`config.mk`:
```
export PLATFORM = sky130hd
export DESIGN_NAME = fetch_stage
export DESIGN_NICKNAME = d
export VERILOG_FILES = /design/src/rtl/fetch_stage.sv
export SDC_FILE = /design/constraint.sdc
export NUM_CORES = 1
export LEC_CHECK = 0
export BUFFER_PORTS_ARGS = -buffer_cell sky130_fd_sc_hd__buf_2
export CAP_MARGIN = 20
export CORE_MARGIN = 2
export CORE_UTILIZATION = 35
export CTS_BUF_LIST = sky130_fd_sc_hd__clkbuf_8
export DETAILED_ROUTE_END_ITERATION = 12
export GPL_ROUTABILITY_DRIVEN = 1
export HOLD_SLACK_MARGIN = 0.06
export PLACE_DENSITY = 0.58
export SLEW_MARGIN = 5
export SYNTH_ARGS = -nofsm -noshare
export SYNTH_HDL_FRONTEND = slang
export SYNTH_SLANG_ARGS = --single-unit
```
`constraint.sdc`:
```
create_clock -name CLK -period 4.8 [get_ports CLK]
set_input_delay 0.72 -clock CLK [delete_from_list [all_inputs] [get_ports CLK]]
set_output_delay 0.72 -clock CLK [all_outputs]
set_load 0.01 [all_outputs]
```
`src/rtl/fetch_stage.sv`:
```
// Instruction fetch stage: the PC register, a two-state request/hold FSM, and the decode-stage
// pipeline registers. A fetched word that cannot enter decode because of a stall is parked in a hold buffer.
module fetch_stage (
  input  logic        CLK,
  input  logic        Reset,
  input  logic        StallD,
  input  logic        PCSrcD,
  input  logic        JumpD,
  input  logic [31:0] PCBranchD,
  input  logic [31:0] IMemRdata,
  input  logic        IMemReady,
  output logic        IMemReq,
  output logic [31:0] IMemAddr,
  output logic [31:0] InstrD,
  output logic [31:0] PCPlus4D,
  output logic        ValidD,
  output logic        FetchBusyF
);

  typedef enum logic [0:0] {StReq, StHold} fetchState_e;

  fetchState_e state, stateNext;
  logic [31:0] pcF, pcFNext;
  logic [31:0] instrDNext, pcPlus4DNext;
  logic        validDNext;
  logic [31:0] holdInstr, holdInstrNext;
  logic [31:0] holdPcPlus4, holdPcPlus4Next;

  logic        accept;
  logic        redirect;
  logic [31:0] pcPlus4F;
  logic [31:0] target;

  assign IMemReq    = (state == StReq);
  assign IMemAddr   = pcF;
  assign accept     = (state == StReq) & IMemReady;
  assign FetchBusyF = (state == StReq) & ~IMemReady;
  assign redirect   = ~StallD & (JumpD | PCSrcD);
  assign pcPlus4F   = pcF + 32'd4;
  assign target     = JumpD ? {PCPlus4D[31:28], InstrD[25:0], 2'b00} : PCBranchD;

  always_comb begin
    stateNext       = state;
    pcFNext         = pcF;
    instrDNext      = InstrD;
    pcPlus4DNext    = PCPlus4D;
    validDNext      = ValidD;
    holdInstrNext   = holdInstr;
    holdPcPlus4Next = holdPcPlus4;

    if (redirect) begin
      // Any word accepted this cycle, and any parked word, belongs to the wrong path.
      pcFNext    = target;
      instrDNext = 32'd0;
      validDNext = 1'b0;
      stateNext  = StReq;
    end else begin
      unique case (state)
        StReq: begin
          if (accept) begin
            pcFNext = pcPlus4F;
            if (StallD) begin
              holdInstrNext   = IMemRdata;
              holdPcPlus4Next = pcPlus4F;
              stateNext       = StHold;
            end else begin
              instrDNext   = IMemRdata;
              pcPlus4DNext = pcPlus4F;
              validDNext   = 1'b1;
            end
          end else if (!StallD) begin
            instrDNext = 32'd0;
            validDNext = 1'b0;
          end
        end
        StHold: begin
          if (!StallD) begin
            instrDNext   = holdInstr;
            pcPlus4DNext = holdPcPlus4;
            validDNext   = 1'b1;
            stateNext    = StReq;
          end
        end
        default: stateNext = StReq;
      endcase
    end
  end

  always_ff @(posedge CLK or posedge Reset) begin
    if (Reset) begin
      state       <= StReq;
      pcF         <= 32'd0;
      InstrD      <= 32'd0;
      PCPlus4D    <= 32'd0;
      ValidD      <= 1'b0;
      holdInstr   <= 32'd0;
      holdPcPlus4 <= 32'd0;
    end else begin
      state       <= stateNext;
      pcF         <= pcFNext;
      InstrD      <= instrDNext;
      PCPlus4D    <= pcPlus4DNext;
      ValidD      <= validDNext;
      holdInstr   <= holdInstrNext;
      holdPcPlus4 <= holdPcPlus4Next;
    end
  end

endmodule

```
=== After elaboration in Yosys (flattened, before gate mapping) ===
Cells that the tools add are included.
Widths: inputs -> output; s select.

* Register bits after elaboration: 162
* Bits of input ports: 70
* Output and inout port bits: 99
* Logic and storage cells: 51

* Add/sub/neg operators: 1
* Eq/ne operators: 7
* Mux-type cells: 23
* Bitwise operators: 8
* Reduce and logical (&&, ||, !) cells: 5

{| class="wikitable"
|+ Operators by type and width
! operator !! count
|-
| $mux 32 || 12
|-
| $pmux 32 s2 || 2
|-
| $add 32x3->32 const B || 1
|-
| $reduce_and 4->1 || 2
|-
| $mux 1 || 7
|-
| $ne 3x2->1 const B || 2
|-
| $ne 2x1->1 const B || 2
|-
| $ne 2x2->1 const B || 2
|-
| $ne 4x2->1 const B || 1
|-
| $not 1->1 || 4
|-
| $pmux 1 s2 || 2
|-
| $reduce_and 2->1 || 2
|-
| $and 1x1->1 || 3
|-
| $reduce_bool 2->1 || 1
|-
| $or 1x1->1 || 1
|}

=== Logic depth before layout (Yosys ltp) ===
* Word-level depth: 5
* Depth in mapped cells: 7
* Depth with buffers taken out: 6

=== Least setup slack after synthesis ===
Ideal clock, no wire load.

* Path type: register to register
* From: register pcF[2], in the netlist IMemAddr[2]
* To: register pcF[30], in the netlist IMemAddr[30]
* Setup time: 0.078 ns
* Arrival time: 2.222 ns
* Data required time: 4.722 ns
* Path slack: 2.501 ns
* Stages on the path, launching flop included: 8
* Path buffers: 1
* Clock period less this slack: 2.299 ns
* Cell sequence: dfrtp_1 > ha_1 > nand4_2 > or3_1 > buf_2 > or4_4 > xor2_1 > a21oi_1

* Word-level cells in the longest chain between the ends: 4

{| class="wikitable"
|+ RTL lines
! item !! RTL line !! source
|-
| from (decl) || 23 || <nowiki>logic [31:0] pcF, pcFNext;</nowiki>
|-
| from (signal assigned) || 100 || <nowiki>pcF <= pcFNext;</nowiki>
|-
| $add 32x3->32 || 39 || <nowiki>assign pcPlus4F = pcF + 32'd4;</nowiki>
|-
| $mux 32 || 60 || <nowiki>if (accept) begin</nowiki>
|-
| $mux 32 || 58 || <nowiki>unique case (state)</nowiki>
|-
| $mux 32 || 51 || <nowiki>if (redirect) begin</nowiki>
|}

Every way passes these cells. The select of a mux whose other input is x is not followed.
A chain may end at the register's enable or synchronous reset.

=== Worst setup path in the final report ===
* From: register state
* To: output port FetchBusyF

* Word-level cells in the longest chain between the ends: 2

{| class="wikitable"
|+ RTL lines
! item !! RTL line !! source
|-
| from (decl) || 22 || <nowiki>fetchState_e state, stateNext;</nowiki>
|-
| from (signal assigned) || 91 || <nowiki>state <= StReq;</nowiki>
|-
| from (signal assigned) || 99 || <nowiki>state <= stateNext;</nowiki>
|-
| $not 1->1 (no line) || -- ||
|-
| $and 1x1->1 || 37 || <nowiki>assign FetchBusyF = (state == StReq) & ~IMemReady;</nowiki>
|-
| to (decl) || 17 || <nowiki>output logic FetchBusyF</nowiki>
|}

Every way passes these cells.

==> metrics <==
Die Area 24,100 um2; die height 155 um; gr ovfl total 0; vias per cell between 5 and 6; relative slew slack 0.294; via count 6,592; EDFF count, synth 0; Synth top area share 0.507; CTS tree yes; cell-by-cell trace of the critical path nor2_1 -> buf_2; Core Area 22,500 um2; top-count cell post-synth dfrtp_1; antenna cells 0; # H-tree levels 4; # rows 55; max-cap violations 0; Synth area leader dfrtp_1; global routing's busiest layer met2; die width about 160 um; first-pass GRT wire length approximately 37,000 um; slowest stage delay, CP 0.62 ns; CP Capture Type output pin; total global routing track utilization 0.200; Mapped Cells between 800 and 900; initial drt markers 447; vias in the first global route 6,427; FF-to-FF path depth 6; Slew Limit Fails 0; met3 Use GR 0.0396; Worst Hold Margin about 0.17 ns; r2r endpoint IMemAddr[30]; CTS Buf Count 17; Placed Cells around 1,200; worst-margin pin slew 1.06 ns; final setup TNS 0 ns; post-cts repair resize count 0; status complete, no violations; Yosys reg bits between 150 and 200; Post-synth top cells dfrtp_1 (162), nand2_1 (102), o21ai_0 (93); Area contributors post-synth dfrtp_1 (51%), o21ai_0 (5.8%), mux2_2 (5.4%); Power per Cell Area 382 nW/um2; sequential area share after synthesis 0.507; clk buf depth 2; grt met2 use 0.317; ys async rst share 1.00; fmax 381 MHz; dpl hpwl approximately 17,000 um; Distinct cells, synth 43; YS warnings 0; Crit Path Max Fanout 26; CTS Root Cell clkbuf_8; Crit path max-delay family flip-flops; R2R Setup Slk 2.18 ns; post-route ant nets 0; post-CTS setup repair buffer count 0; antenna violations before repair 0; I/O Pins 169; WL/cell 18.6 um; RD Place Congestion slightly below 0.9; Crit-path slowest cell dfrtp_2; met1 usage 0.277; main flop type after synthesis dfrtp_1; Hold Buf Count CTS 0; Syn Std Cell Area 7990 um2; share of cells above drive strength 1 0.270; CP Launch Type flop; Setup Viol. Count Final 0; mean area per synthesized cell roughly 9.5 um2; final hold vios 0; VDD IR max 186 uV; Tcrit/Tclk final 0.547; worst skew pair latency roughly 0.47 ns; DRT Wirelength 23,700 um; Worst EP required 4.08 ns; class of the most critical setup path flop to output pin; Leak around 4.3 nW; crit path DAT 1.90 ns; RSZ-0062 raised after global routing no; NumNets Final between 1,000 and 1,500; drt pass-1 iters 5; post-layout minimum cycle time between 2 and 3 ns; non-filler instance count after layout approximately 1,300; Min-Delay Path Class primary input to async pin; skew final 0.0123 ns; Reg clk slew, reported paths 0.09 ns; worst r2r src IMemAddr[2]; Initial Utilization 0.355; drt drc 0; syn nets between 900 and 1,000; total chip power roughly 3.6 mW; Buf/Inv on CP 1; port bufs 168; Layout area overhead 18.8%; largest net degree at the start of global routing just under 90; Sink Count around 160
## final cells by class
cell class / count / area, um2
Clock buffer: 18 / 248
Multi-Input combinational cell: 607 / 3670
Sequential cell: 162 / 4060
Clock inverter: 14 / 175
Inverter: 4 / 18.8
Timing Repair Buffer: 180 / 968
Tap cell: 285 / 357
Fill cell: 2282 / 13000
## state kept, by name (all words and copies together) (netlist names)
signal / flops
ValidD: 1
state: 1
holdInstr: 32
PCPlus4D: 32
IMemAddr: 32
InstrD: 32
holdPcPlus4: 32
## where the power goes
part | total [mW] | switching [mW] | leakage (nW) | internal [mW]
clock | 1.08 | 0.546 | 0.207 | 0.535
combinational | 0.749 | 0.421 | 2.07 | 0.328
sequential | 1.80 | 0.202 | 2.01 | 1.60
total | 3.63 | 1.17 | 4.29 | 2.46
## worst register-to-register path: stages, from the launching register on
cell	delay, ns
dfrtp_1	0.48
ha_1	0.31
nand4_2	0.28
or3_1	0.61
or4_4	0.57
xor2_1	0.14
a21oi_1	0.08
## per-stage QoR
step                      setup slack [ns]  utilization  instance area [um2]
final                                 2.18        0.422                 9490
after global routing                  2.00        0.422                 9490
after CTS                             2.13        0.421                 9470
after detailed placement              1.95        0.402                 9050
after global placement                1.96        0.402                 9050
after floorplan                       2.02            -                 8000
## metal layers
metal,routed length [um],vias up
met1,11000,3137
met2,11000,199
met4,452,0
met3,1180,25
met5,0,-
li1,-,3231
## placed cells by master, fill, tap and decap left out, drive strengths merged, types with 6 or more instances in the layout
cell	count
mux2i	11
nor2	33
a211oi	23
nand2	102
nand2b	6
nor2b	25
inv	8
o21ai	93
nor4	6
dfrtp	162
xnor2	23
xor2	24
and3	41
a21oi	77
and4	6
clkbuf	18
o211ai	6
nor3	28
or4	6
nand3	22
buf	180
nand4	12
mux2	38
## worst max-delay path by stage
stage	from	endpoint	slack (ns)	cells after the start
after detailed placement	IMemReady	IMemAddr[29]	1.95	6
final	state	FetchBusyF	2.18	2
after CTS	state	FetchBusyF	2.13	2
after floorplan	Reset	IMemAddr[0]	2.02	1
after global placement	IMemReady	IMemAddr[29]	1.96	6
after global routing	IMemAddr[7]	PCPlus4D[17]	2.00	5
## logic make-up (layout without fill, tap and decap cells)
group,Yosys count,count (layout),synth area share
AND/OR/NAND/NOR,297,297,0.190
AO/OA/AOI/OAI,213,213,0.147
flip-flops,162,162,0.507
buffers and inverters,71,216,0.0354
multiplexers,49,49,0.0673
XOR/XNOR,47,47,0.0515
adder cells (fa/ha/maj),1,1,0.00156
No activity file was read; power rests on OpenSTA's default activity.
